===== src/rtl/aeses_core_arbiter.sv =====
// Two-channel front end for one aeses_core: round-robin grant, lazy key
// schedule (only on owner change or key update), then op issue and result return.
module aeses_core_arbiter (
  input  logic         clk,
  input  logic         rst_n,
  input  logic         req0_valid_i,
  output logic         req0_ready_o,
  input  logic         req0_enc_decneg_i,
  input  logic [127:0] req0_blk_i,
  input  logic [1:0]   req0_key_mode_i,
  input  logic [255:0] req0_key_i,
  input  logic         req0_key_update_i,
  input  logic         req1_valid_i,
  output logic         req1_ready_o,
  input  logic         req1_enc_decneg_i,
  input  logic [127:0] req1_blk_i,
  input  logic [1:0]   req1_key_mode_i,
  input  logic [255:0] req1_key_i,
  input  logic         req1_key_update_i,
  output logic         resp0_valid_o,
  output logic         resp1_valid_o,
  output logic         resp_err_o,
  output logic [127:0] resp_blk_o,
  output logic         core_enable_key_schedule_o,
  output logic [1:0]   core_key_mode_o,
  output logic [255:0] core_aes_key_o,
  output logic         core_enable_op_o,
  output logic         core_enc_decneg_o,
  output logic [127:0] core_aes_blk_o,
  input  logic         core_ready_i,
  input  logic         core_valid_i,
  input  logic [127:0] core_aes_blk_i
);

  localparam int unsigned BLK_W  = 128;
  localparam int unsigned KEY_W  = 256;
  localparam int unsigned MODE_W = 2;
  // Matches the KEY_INVALID code of aeses_defines.vh.
  localparam logic [MODE_W-1:0] KEY_INVALID = 2'b11;

  typedef enum logic [2:0] {
    S_IDLE, S_KEY_ISSUE, S_KEY_WAIT, S_OP_ISSUE, S_OP_WAIT, S_RESP
  } state_t;

  typedef struct packed {
    logic [KEY_W-1:0]  key;
    logic [MODE_W-1:0] mode;
    logic [BLK_W-1:0]  blk;
    logic              enc;
    logic              id;
  } req_t;

  state_t            state, state_nxt;
  req_t              lat;
  logic              loaded_valid, loaded_owner, last_grant;
  logic [1:0]        dirty, dirty_nxt;
  logic              key_wait_first;
  logic              armed;

  logic              grant_valid, winner, need_sched, win_invalid, grant_c;
  logic [KEY_W-1:0]  win_key;
  logic [MODE_W-1:0] win_mode;
  logic [BLK_W-1:0]  win_blk;
  logic              win_enc;

  // Winner selection and schedule-need decision for the IDLE grant cycle.
  always_comb begin
    grant_valid = armed & (req0_valid_i | req1_valid_i);
    winner      = 1'b0;
    if (req0_valid_i && req1_valid_i) winner = ~last_grant;
    else if (req1_valid_i)            winner = 1'b1;
    win_key     = winner ? req1_key_i        : req0_key_i;
    win_mode    = winner ? req1_key_mode_i   : req0_key_mode_i;
    win_blk     = winner ? req1_blk_i        : req0_blk_i;
    win_enc     = winner ? req1_enc_decneg_i : req0_enc_decneg_i;
    win_invalid = (win_mode == KEY_INVALID);
    need_sched  = !loaded_valid || (loaded_owner != winner) || dirty[winner];
  end

  always_ff @(posedge clk or negedge rst_n) begin
    if (!rst_n) state <= S_IDLE;
    else        state <= state_nxt;
  end

  always_comb begin
    state_nxt = state;
    case (state)
      S_IDLE: begin
        if (grant_valid) begin
          if (need_sched && win_invalid) state_nxt = S_RESP;
          else if (need_sched)           state_nxt = S_KEY_ISSUE;
          else                           state_nxt = S_OP_ISSUE;
        end
      end
      S_KEY_ISSUE: if (core_ready_i)                    state_nxt = S_KEY_WAIT;
      S_KEY_WAIT:  if (!key_wait_first && core_ready_i) state_nxt = S_OP_ISSUE;
      S_OP_ISSUE:  if (core_ready_i)                    state_nxt = S_OP_WAIT;
      S_OP_WAIT:   if (core_valid_i)                    state_nxt = S_RESP;
      S_RESP:                                           state_nxt = S_IDLE;
      default:                                          state_nxt = S_IDLE;
    endcase
  end

  // Handshake strobes are decoded from the registered state.
  always_comb begin
    grant_c                    = (state == S_IDLE) && grant_valid;
    req0_ready_o               = grant_c && !winner;
    req1_ready_o               = grant_c && winner;
    core_enable_key_schedule_o = (state == S_KEY_ISSUE) && core_ready_i;
    core_enable_op_o           = (state == S_OP_ISSUE) && core_ready_i;
    resp0_valid_o              = (state == S_RESP) && !lat.id;
    resp1_valid_o              = (state == S_RESP) && lat.id;
  end

  // A key update landing on the schedule cycle of the same channel stays pending.
  always_comb begin
    dirty_nxt = dirty;
    if (core_enable_key_schedule_o) dirty_nxt[lat.id] = 1'b0;
    if (req0_key_update_i)          dirty_nxt[0] = 1'b1;
    if (req1_key_update_i)          dirty_nxt[1] = 1'b1;
  end

  always_ff @(posedge clk or negedge rst_n) begin
    if (!rst_n) begin
      lat            <= '0;
      loaded_valid   <= 1'b0;
      loaded_owner   <= 1'b0;
      last_grant     <= 1'b1;
      dirty          <= 2'b00;
      key_wait_first <= 1'b0;
      armed          <= 1'b0;
      resp_err_o     <= 1'b0;
      resp_blk_o     <= '0;
    end else begin
      armed          <= 1'b1;
      dirty          <= dirty_nxt;
      key_wait_first <= core_enable_key_schedule_o;
      if (grant_c) begin
        last_grant <= winner;
        lat.id     <= winner;
        lat.blk    <= win_blk;
        lat.enc    <= win_enc;
        // Key context only moves when it is about to be scheduled.
        if (need_sched && !win_invalid) begin
          lat.key  <= win_key;
          lat.mode <= win_mode;
        end
        resp_err_o <= need_sched && win_invalid;
        if (need_sched && win_invalid) resp_blk_o <= '0;
      end
      if (core_enable_key_schedule_o) begin
        loaded_valid <= 1'b1;
        loaded_owner <= lat.id;
      end
      if ((state == S_OP_WAIT) && core_valid_i) resp_blk_o <= core_aes_blk_i;
    end
  end

  assign core_aes_key_o    = lat.key;
  assign core_key_mode_o   = lat.mode;
  assign core_aes_blk_o    = lat.blk;
  assign core_enc_decneg_o = lat.enc;

endmodule


===== config.mk =====
export PLATFORM = sky130hd
export DESIGN_NAME = aeses_core_arbiter
export DESIGN_NICKNAME = d
export VERILOG_FILES = /design/src/rtl/aeses_core_arbiter.sv
export SDC_FILE = /design/constraint.sdc
export NUM_CORES = 1
export LEC_CHECK = 0
export ABC_AREA = 1
export CAP_MARGIN = 10
export CORE_AREA = 3 3 564 566
export DETAILED_ROUTE_END_ITERATION = 8
export DIE_AREA = 0 0 567 569
export RECOVER_POWER = 100
export SYNTH_ARGS = -nofsm -noshare
export SYNTH_HDL_FRONTEND = slang
export SYNTH_SLANG_ARGS = --single-unit

===== constraint.sdc =====
create_clock -name clk -period 2.86 [get_ports clk]
set_input_delay 0.572 -clock clk [delete_from_list [all_inputs] [get_ports clk]]
set_output_delay 0.572 -clock clk [all_outputs]
set_load 0.05 [all_outputs]

==> results of run 1 <==
## metal layers
metal | wire length, µm | part of all wire, %
met5 | 1610 | 0.64
met4 | 13300 | 5.3
met3 | 38500 | 15
met2 | 102000 | 41
met1 | 94000 | 38
## through the flow
| step | worst slack [ns] | hold WS, ns |
|---|---|---|
| 6_report | 0.0770 | 0.305 |
| 5_1_grt | 0.00285 | 0.251 |
| 4_1_cts | 0.0206 | 0.194 |
| 3_5_place_dp | -0.145 | 0.457 |
| 3_3_place_gp | -0.0999 | 0.452 |
| 2_1_floorplan | 0.226 | 0.276 |
## cells in the final DEF (no fill, tap or decap), drive strengths merged, types with 2 or more instances in the layout
cell           netlist  layout
a21oi                4       4
buf                523     106
bufinv               0       5
clkbuf              88     261
clkdlybuf4s50        0     920
clkinv               1      15
clkinvlp             0       4
dfrtp              526     526
diode                0      79
dlygate4sd2          0       2
dlygate4sd3          0     386
inv                 18      26
nand2             1954    1954
nand3              521     521
nand3b               4       4
nor2                13      13
o21ai                3       3
o21bai               2       2
## registers in the layout, summed over array words and instances (netlist names)
name / count
core_aes_key_o: 256
core_aes_blk_o: 128
resp_blk_o: 128
state: 3
core_key_mode_o: 2
dirty: 2
armed: 1
core_enc_decneg_o: 1
key_wait_first: 1
last_grant: 1
lat: 1
loaded_owner: 1
loaded_valid: 1
resp_err_o: 1
## layout make-up
class / count / area, µm²
inverter: 19 / 98.8
tap: 4160 / 5200
sequential: 527 / 13200
clock inverter: 31 / 350
fill: 36000 / 268000
clock buffer: 96 / 2110
antenna: 79 / 198
timing repair buffer: 1579 / 15200
multi-input combinational: 2506 / 10200
## where the power goes
part | leakage, nW | switching (W) | internal [W]
Sequential | 6.70 | 0.00181 | 0.0105
Clock | 1.21 | 0.00409 | 0.00568
Combinational | 13.5 | 0.0193 | 0.00676
## worst register-to-register path: cells and delay by family (launching register included)
family / cells / cell delay (ns)
buf+inv: 5 / 1.15
flops: 1 / 0.52
simple gates: 7 / 0.89
## worst max-delay path by stage
stage / start / endpoint / slack [ns] / cells after the start
detailed placement: req1_valid_i / req1_ready_o / -0.15 / 8
finish: core_aes_blk_o[94]$_DFFE_PN0P_ / core_aes_blk_o[94] / 0.08 / 1
global route: last_grant$_DFFE_PN1P_ / core_aes_key_o[136]$_DFFE_PN0P_ / 0.003 / 12
floorplan: state[2]$_DFFE_PN0P_ / core_enable_op_o / 0.23 / 2
global placement: req1_valid_i / req1_ready_o / -0.1 / 8
CTS: last_grant$_DFFE_PN1P_ / req0_ready_o / 0.02 / 6
## logic make-up (layout without fill, tap and decap cells)
family,after synthesis,count (layout)
and+or+nand+nor,2496,2496
buffers and inverters,630,1725
DFF,527,527
AOI/OAI and AO/OA,9,9
other,1,80
## what timing repair did
item | 4_1_cts | 5_1_grt
resized for setup | 3 | 1
setup buffers | 4 | 0
endpoints found under the hold margin | 39 | 0
endpoints found under the setup margin | 4 | 1
pin swaps | 2 | 0
hold buffers | 1 | 0
gates cloned | 0 | 0
==> flow_summary.json, run 1 <==
{
  "cpMaxStageDelayCell": "dlygate4sd3_1",
  "cp_max_fo": 2,
  "place_congestion": 0.943,
  "cp.required_ns": 2.29,
  "violations": "capacitance limit, slew limit",
  "clkSinkCount": 527,
  "grt_usage_pct": 14.8,
  "cts_buffer_depth": 4,
  "syn-instance-count": 3663,
  "max_slew.worst_pin.slew_ns": 2.22,
  "min_delay_path_depth": 3,
  "setup_viol": 0,
  "syn-mean-instance-area_um2": 7.45,
  "num-nets-final": 5620,
  "num_rows": 206,
  "grtUsageMet3_pct": 9.79,
  "hpwl_mm": 218,
  "clk_pin_slew_worst_paths_ns": 0.06,
  "leakagePower_nw": 21.4,
  "grt.busiest_layer": "met2",
  "hold_viol": 0,
  "first_pass_iters": 5,
  "synth-edff-count": 0,
  "grt_pass1_wl_mm": 311,
  "use_met2_pct": 21.9,
  "fp.dieArea_mm2": 0.323,
  "period_share_pct": 97.3,
  "critPathKind": "reg -> out",
  "dp.cells": 8786,
  "reg2regPathDepth": 12,
  "yosysWarnings": 0,
  "r2r_start": "last_grant$_DFFE_PN1P_",
  "fmax_mhz": 359,
  "cts_tree": "done",
  "finalCriticalPeriod_ns": 2.78,
  "synth_area_leaders": "dfrtp_1 48%, nand2_1 27%, buf_4 11%",
  "antenna_found_initial": 317,
  "die_y_um": 569,
  "netlist_area_mm2": 0.0273,
  "synth_cell_types": 24,
  "clock_skew_ns": 0.0686,
  "ys_top_cells_by_count": "1952 x nand2_1, 526 x dfrtp_1, 521 x nand3_1",
  "yosysMostFrequentCell": "nand2_1",
  "async_reset_ff_share_pct": 100,
  "synthToLayoutAreaGrowth_pct": 70.4,
  "stdcell_count": 8997,
  "cts_root_buffer": "clkbuf_16",
  "htreeDepth": 3,
  "ys.flop_type": "dfrtp_1",
  "port_buffers": 1431,
  "start_kind": "flip-flop",
  "drv_slew": 43,
  "vias_per_cell": 3.31,
  "first_global_vias": 28400,
  "power_density_mw_per_mm2": 1040,
  "routed_wl_mm": 250,
  "finish.utilization_pct": 14.8,
  "num_io_pins": 1432,
  "arrival_ns": 2.21,
  "crit_family": "buffers and inverters",
  "vias": 29800,
  "hold_end": "resp_blk_o[121]$_DFFE_PN0P_",
  "ff2ff_setup_slack_ns": 0.17,
  "hold_class": "in -> reg",
  "synth_top_area_share_pct": 48.2,
  "cp_cell_sequence": "dlygate4sd3_1",
  "synth_top_family_by_area": "simple AND/OR/NAND/NOR gates",
  "yosys.area_share.adder_pct": 0,
  "yosys.area_share.simple_pct": 36.9,
  "finalSetupTns_ns": 0,
  "grt_util_met1_pct": 16.6,
  "die_x_um": 567,
  "slowest_delay_ns": 1.07,
  "core_region_area_mm2": 0.314,
  "syn-num-nets": 4573,
  "design_area_mm2": 0.0465,
  "initial_core_util_pct": 8.69,
  "worst-path-buf-inv": 1,
  "slew-limit-headroom_pct": -47.8,
  "synth_compound_area_share_pct": 0.183,
  "power_w": 0.0482,
  "placed_cell_area_mm2": 0.0446,
  "grt_overflow": 0,
  "cts_made_buffers": 77,
  "ys_seq_area_share_pct": 48.3,
  "clock_latency_ns": 0.77,
  "end_kind": "output pin",
  "wire_per_inst_um": 27.8,
  "cap_violations": 1,
  "yosys.area.top_type": "dfrtp_1",
  "ant_nets": 0,
  "grt_max_degree": 133,
  "synthMuxAreaShare_pct": 0,
  "dr.first_iter.drc_count": 2197,
  "synth_xor_area_share_pct": 0,
  "outcome": "complete, but fails checks",
  "drc": 0,
  "rsz0062_at_grt": "false",
  "ys_ff_latch": 527,
  "r2r_end": "core_aes_key_o[16]$_DFFE_PN0P_",
  "irDropWorstVdd_mv": 0.465,
  "hp-start": "core_aes_blk_i[121]",
  "layout-drive-gt1-share_pct": 6.01
}
Note: power is estimated with default switching activity, not from simulation.
==> inputs of run 2 (changes only) <==
--- a/config.mk
+++ b/config.mk
@@ -10,6 +10,7 @@
 export CORE_AREA = 3 3 564 566
 export DETAILED_ROUTE_END_ITERATION = 8
 export DIE_AREA = 0 0 567 569
+export PLACE_DENSITY = 0.3
 export RECOVER_POWER = 100
 export SYNTH_ARGS = -nofsm -noshare
 export SYNTH_HDL_FRONTEND = slang
==> run 2 against run 1 <==
Net effect:
- the flow still finishes with violations (capacitance limit, slew limit)
- sequential power is essentially flat
- sequential cell count is the same
- worst setup slack lost 0.0058 ns
- final area grew 0.86%
- first-iteration DRC count shrank 22%
- register-to-register slack gained 0.06 ns
- die area is the same
- sequential share of layout area shrank 0.24 points
- core utilization grew 0.13 points
- critical endpoint is now core_aes_key_o[88]
==> flow_summary.json, run 2 (synthesized netlist as in run 1, its figures left out) <==
{
  "final_common_cell": "nand2_1",
  "layout_common_cells": "1952 x nand2_1, 929 x clkdlybuf4s50_1, 525 x dfrtp_1, 519 x nand3_1, 433 x dlygate4sd3_1",
  "p_switching_w": 0.0250,
  "fmax_mhz": 359,
  "violations": "capacitance limit, slew limit",
  "hold_class": "in -> reg",
  "cpMaxStageDelayCell": "clkdlybuf4s50_1",
  "core_region_area_mm2": 0.314,
  "outcome": "complete, but fails checks",
  "num_rows": 206,
  "layout-drive-gt1-share_pct": 5.99,
  "vias": 28600,
  "drv_slew": 96,
  "setup_viol": 0,
  "cts_made_buffers": 85,
  "slowest_delay_ns": 1.01,
  "cp.required_ns": 2.29,
  "grt_max_degree": 93,
  "arrival_ns": 2.22,
  "die_y_um": 569,
  "stdcell_count": 8958,
  "ff2ff_setup_slack_ns": 0.23,
  "clock_latency_ns": 0.82,
  "drc": 0,
  "r2r_end": "core_aes_key_o[14]$_DFFE_PN0P_",
  "hold_viol": 0,
  "first_pass_iters": 5,
  "wire_per_inst_um": 24.2,
  "grt_overflow": 0,
  "cts_tree": "done",
  "clkSinkCount": 527,
  "worst-path-buf-inv": 1,
  "clock_skew_ns": 0.0678,
  "cp_num_cells": 1,
  "dr.first_iter.drc_count": 1703,
  "port_buffers": 1431,
  "place_congestion": 0.902,
  "initial_core_util_pct": 8.69,
  "dp.cells": 8784,
  "first_global_vias": 29500,
  "p_int_w": 0.0241,
  "hpwl_mm": 181,
  "hold_end": "resp_blk_o[102]$_DFFE_PN0P_",
  "cts_buffer_depth": 4,
  "fillCellCount": 35900,
  "hp-start": "core_aes_blk_i[102]",
  "clk_pin_slew_worst_paths_ns": 0.06,
  "antenna_found_initial": 129,
  "grt_pass1_wl_mm": 284,
  "finish.utilization_pct": 14.9,
  "num-nets-final": 5626,
  "irDropWorstVdd_mv": 0.524,
  "crit_family": "buffers and inverters",
  "finalCriticalPeriod_ns": 2.79,
  "fin_ws_ns": 0.0711,
  "rsz0062_at_grt": "false",
  "critPathKind": "reg -> out",
  "reg2regPathDepth": 10,
  "end_kind": "output pin",
  "cp_cell_sequence": "clkdlybuf4s50_1",
  "period_share_pct": 97.5,
  "cap_violations": 2,
  "slew-limit-headroom_pct": -33.4,
  "fp.dieArea_mm2": 0.323,
  "power_w": 0.0490,
  "grt_usage_pct": 12.9,
  "cp_max_fo": 2,
  "pre_cts_ws_ns": 0.0251,
  "routed_wl_mm": 217,
  "min_delay_path_depth": 3,
  "max_slew.worst_pin.slew_ns": 2.00,
  "r2r_start": "last_grant$_DFFE_PN1P_",
  "ant_nets": 0,
  "seq_power_share_pct": 25.3,
  "start_kind": "flip-flop",
  "num_io_pins": 1432,
  "holdWs_ns": 0.290,
  "htreeDepth": 3,
  "p_sw_share_pct": 50.9,
  "largest_reg_flops": 256,
  "pwr-share-clk_pct": 21.9,
  "leakagePower_nw": 21.8,
  "power_density_mw_per_mm2": 1050,
  "vias_per_cell": 3.19,
  "combPwrFrac_pct": 52.8,
  "cts_root_buffer": "clkbuf_16",
  "synthToLayoutAreaGrowth_pct": 71.9,
  "die_x_um": 567
}
==> run 2: changes by cell type in the layout (fill, tap and decap cells not counted), moves of 4 or more <==
cell,change
buf_12,-8
clkinv_4,-4
clkbuf_1,-42
clkbuf_8,+5
clkbuf_2,-5
dlygate4sd2_1,+6
clkdlybuf4s50_1,+9
dlygate4sd3_1,+47
inv_6,-7
clkbuf_16,+10
diode_2,-59
buf_4,+5
==> run 2: through the flow <==
stage	setup TNS, ns	cell area, µm²
finish	0	46900
floorplan	0	27300
global route	0	46900
CTS	-0.0153	47400
detailed placement	0	44600
global placement	-0.00160	44600
==> run 2: power by group through the flow <==
stage | clock, W | sequential [W] | combinational, W
floorplan | 0 | 0.0138 | 0.0171
CTS | 0.0113 | 0.0126 | 0.0277
detailed placement | 0 | 0.0127 | 0.0277
finish | 0.0108 | 0.0124 | 0.0259
global route | 0.0115 | 0.0128 | 0.0273
global placement | 0 | 0.0126 | 0.0277
==> run 2: routing by layer <==
| layer | track usage [%] | share of wire (%) | vias up | wire, µm |
|---|---|---|---|---|
| li1 | - | - | 13200 | - |
| met1 | 15.4 | 41 | 13600 | 89400 |
| met2 | 21.3 | 46 | 1309 | 100000 |
| met3 | 5.47 | 9.6 | 339 | 20800 |
| met4 | 3.33 | 2.8 | 126 | 6050 |
| met5 | 0 | 0.36 | - | 788 |
==> run 2: layout make-up <==
| type | instances | area (µm²) | area share (%) |
|---|---|---|---|
| timing repair buffer | 1577 | 15400 | 32.9 |
| sequential | 527 | 13200 | 28.1 |
| multi-input combinational | 2506 | 10200 | 21.7 |
| tap | 4160 | 5200 | 11.1 |
| clock buffer | 125 | 2480 | 5.29 |
| clock inverter | 24 | 300 | 0.640 |
| inverter | 19 | 96.3 | 0.205 |
| antenna | 20 | 50.0 | 0.107 |
==> run 2: worst max path at each step <==
stage / from / to / slack [ns]
final: core_aes_key_o[88]$_DFFE_PN0P_ / core_aes_key_o[88] / 0.07
after detailed placement: req0_valid_i / resp_blk_o[93]$_DFFE_PN0P_ / 0.03
after global placement: req1_valid_i / core_aes_key_o[6]$_DFFE_PN0P_ / -0.002
after global routing: state[2]$_DFFE_PN0P_ / req0_ready_o / 0.005
after CTS: last_grant$_DFFE_PN1P_ / req0_ready_o / -0.02
after floorplan: state[2]$_DFFE_PN0P_ / core_enable_op_o / 0.23
==> run 2: timing repair <==
item | CTS | global route
gates resized for setup | 13 | 0
endpoints found under the setup margin | 10 | 1
buffers inserted | 1 | 3
endpoints found under the hold margin | 20 | 0
hold buffers | 1 | 0
pin swaps | 1 | 0
gates cloned | 0 | 0
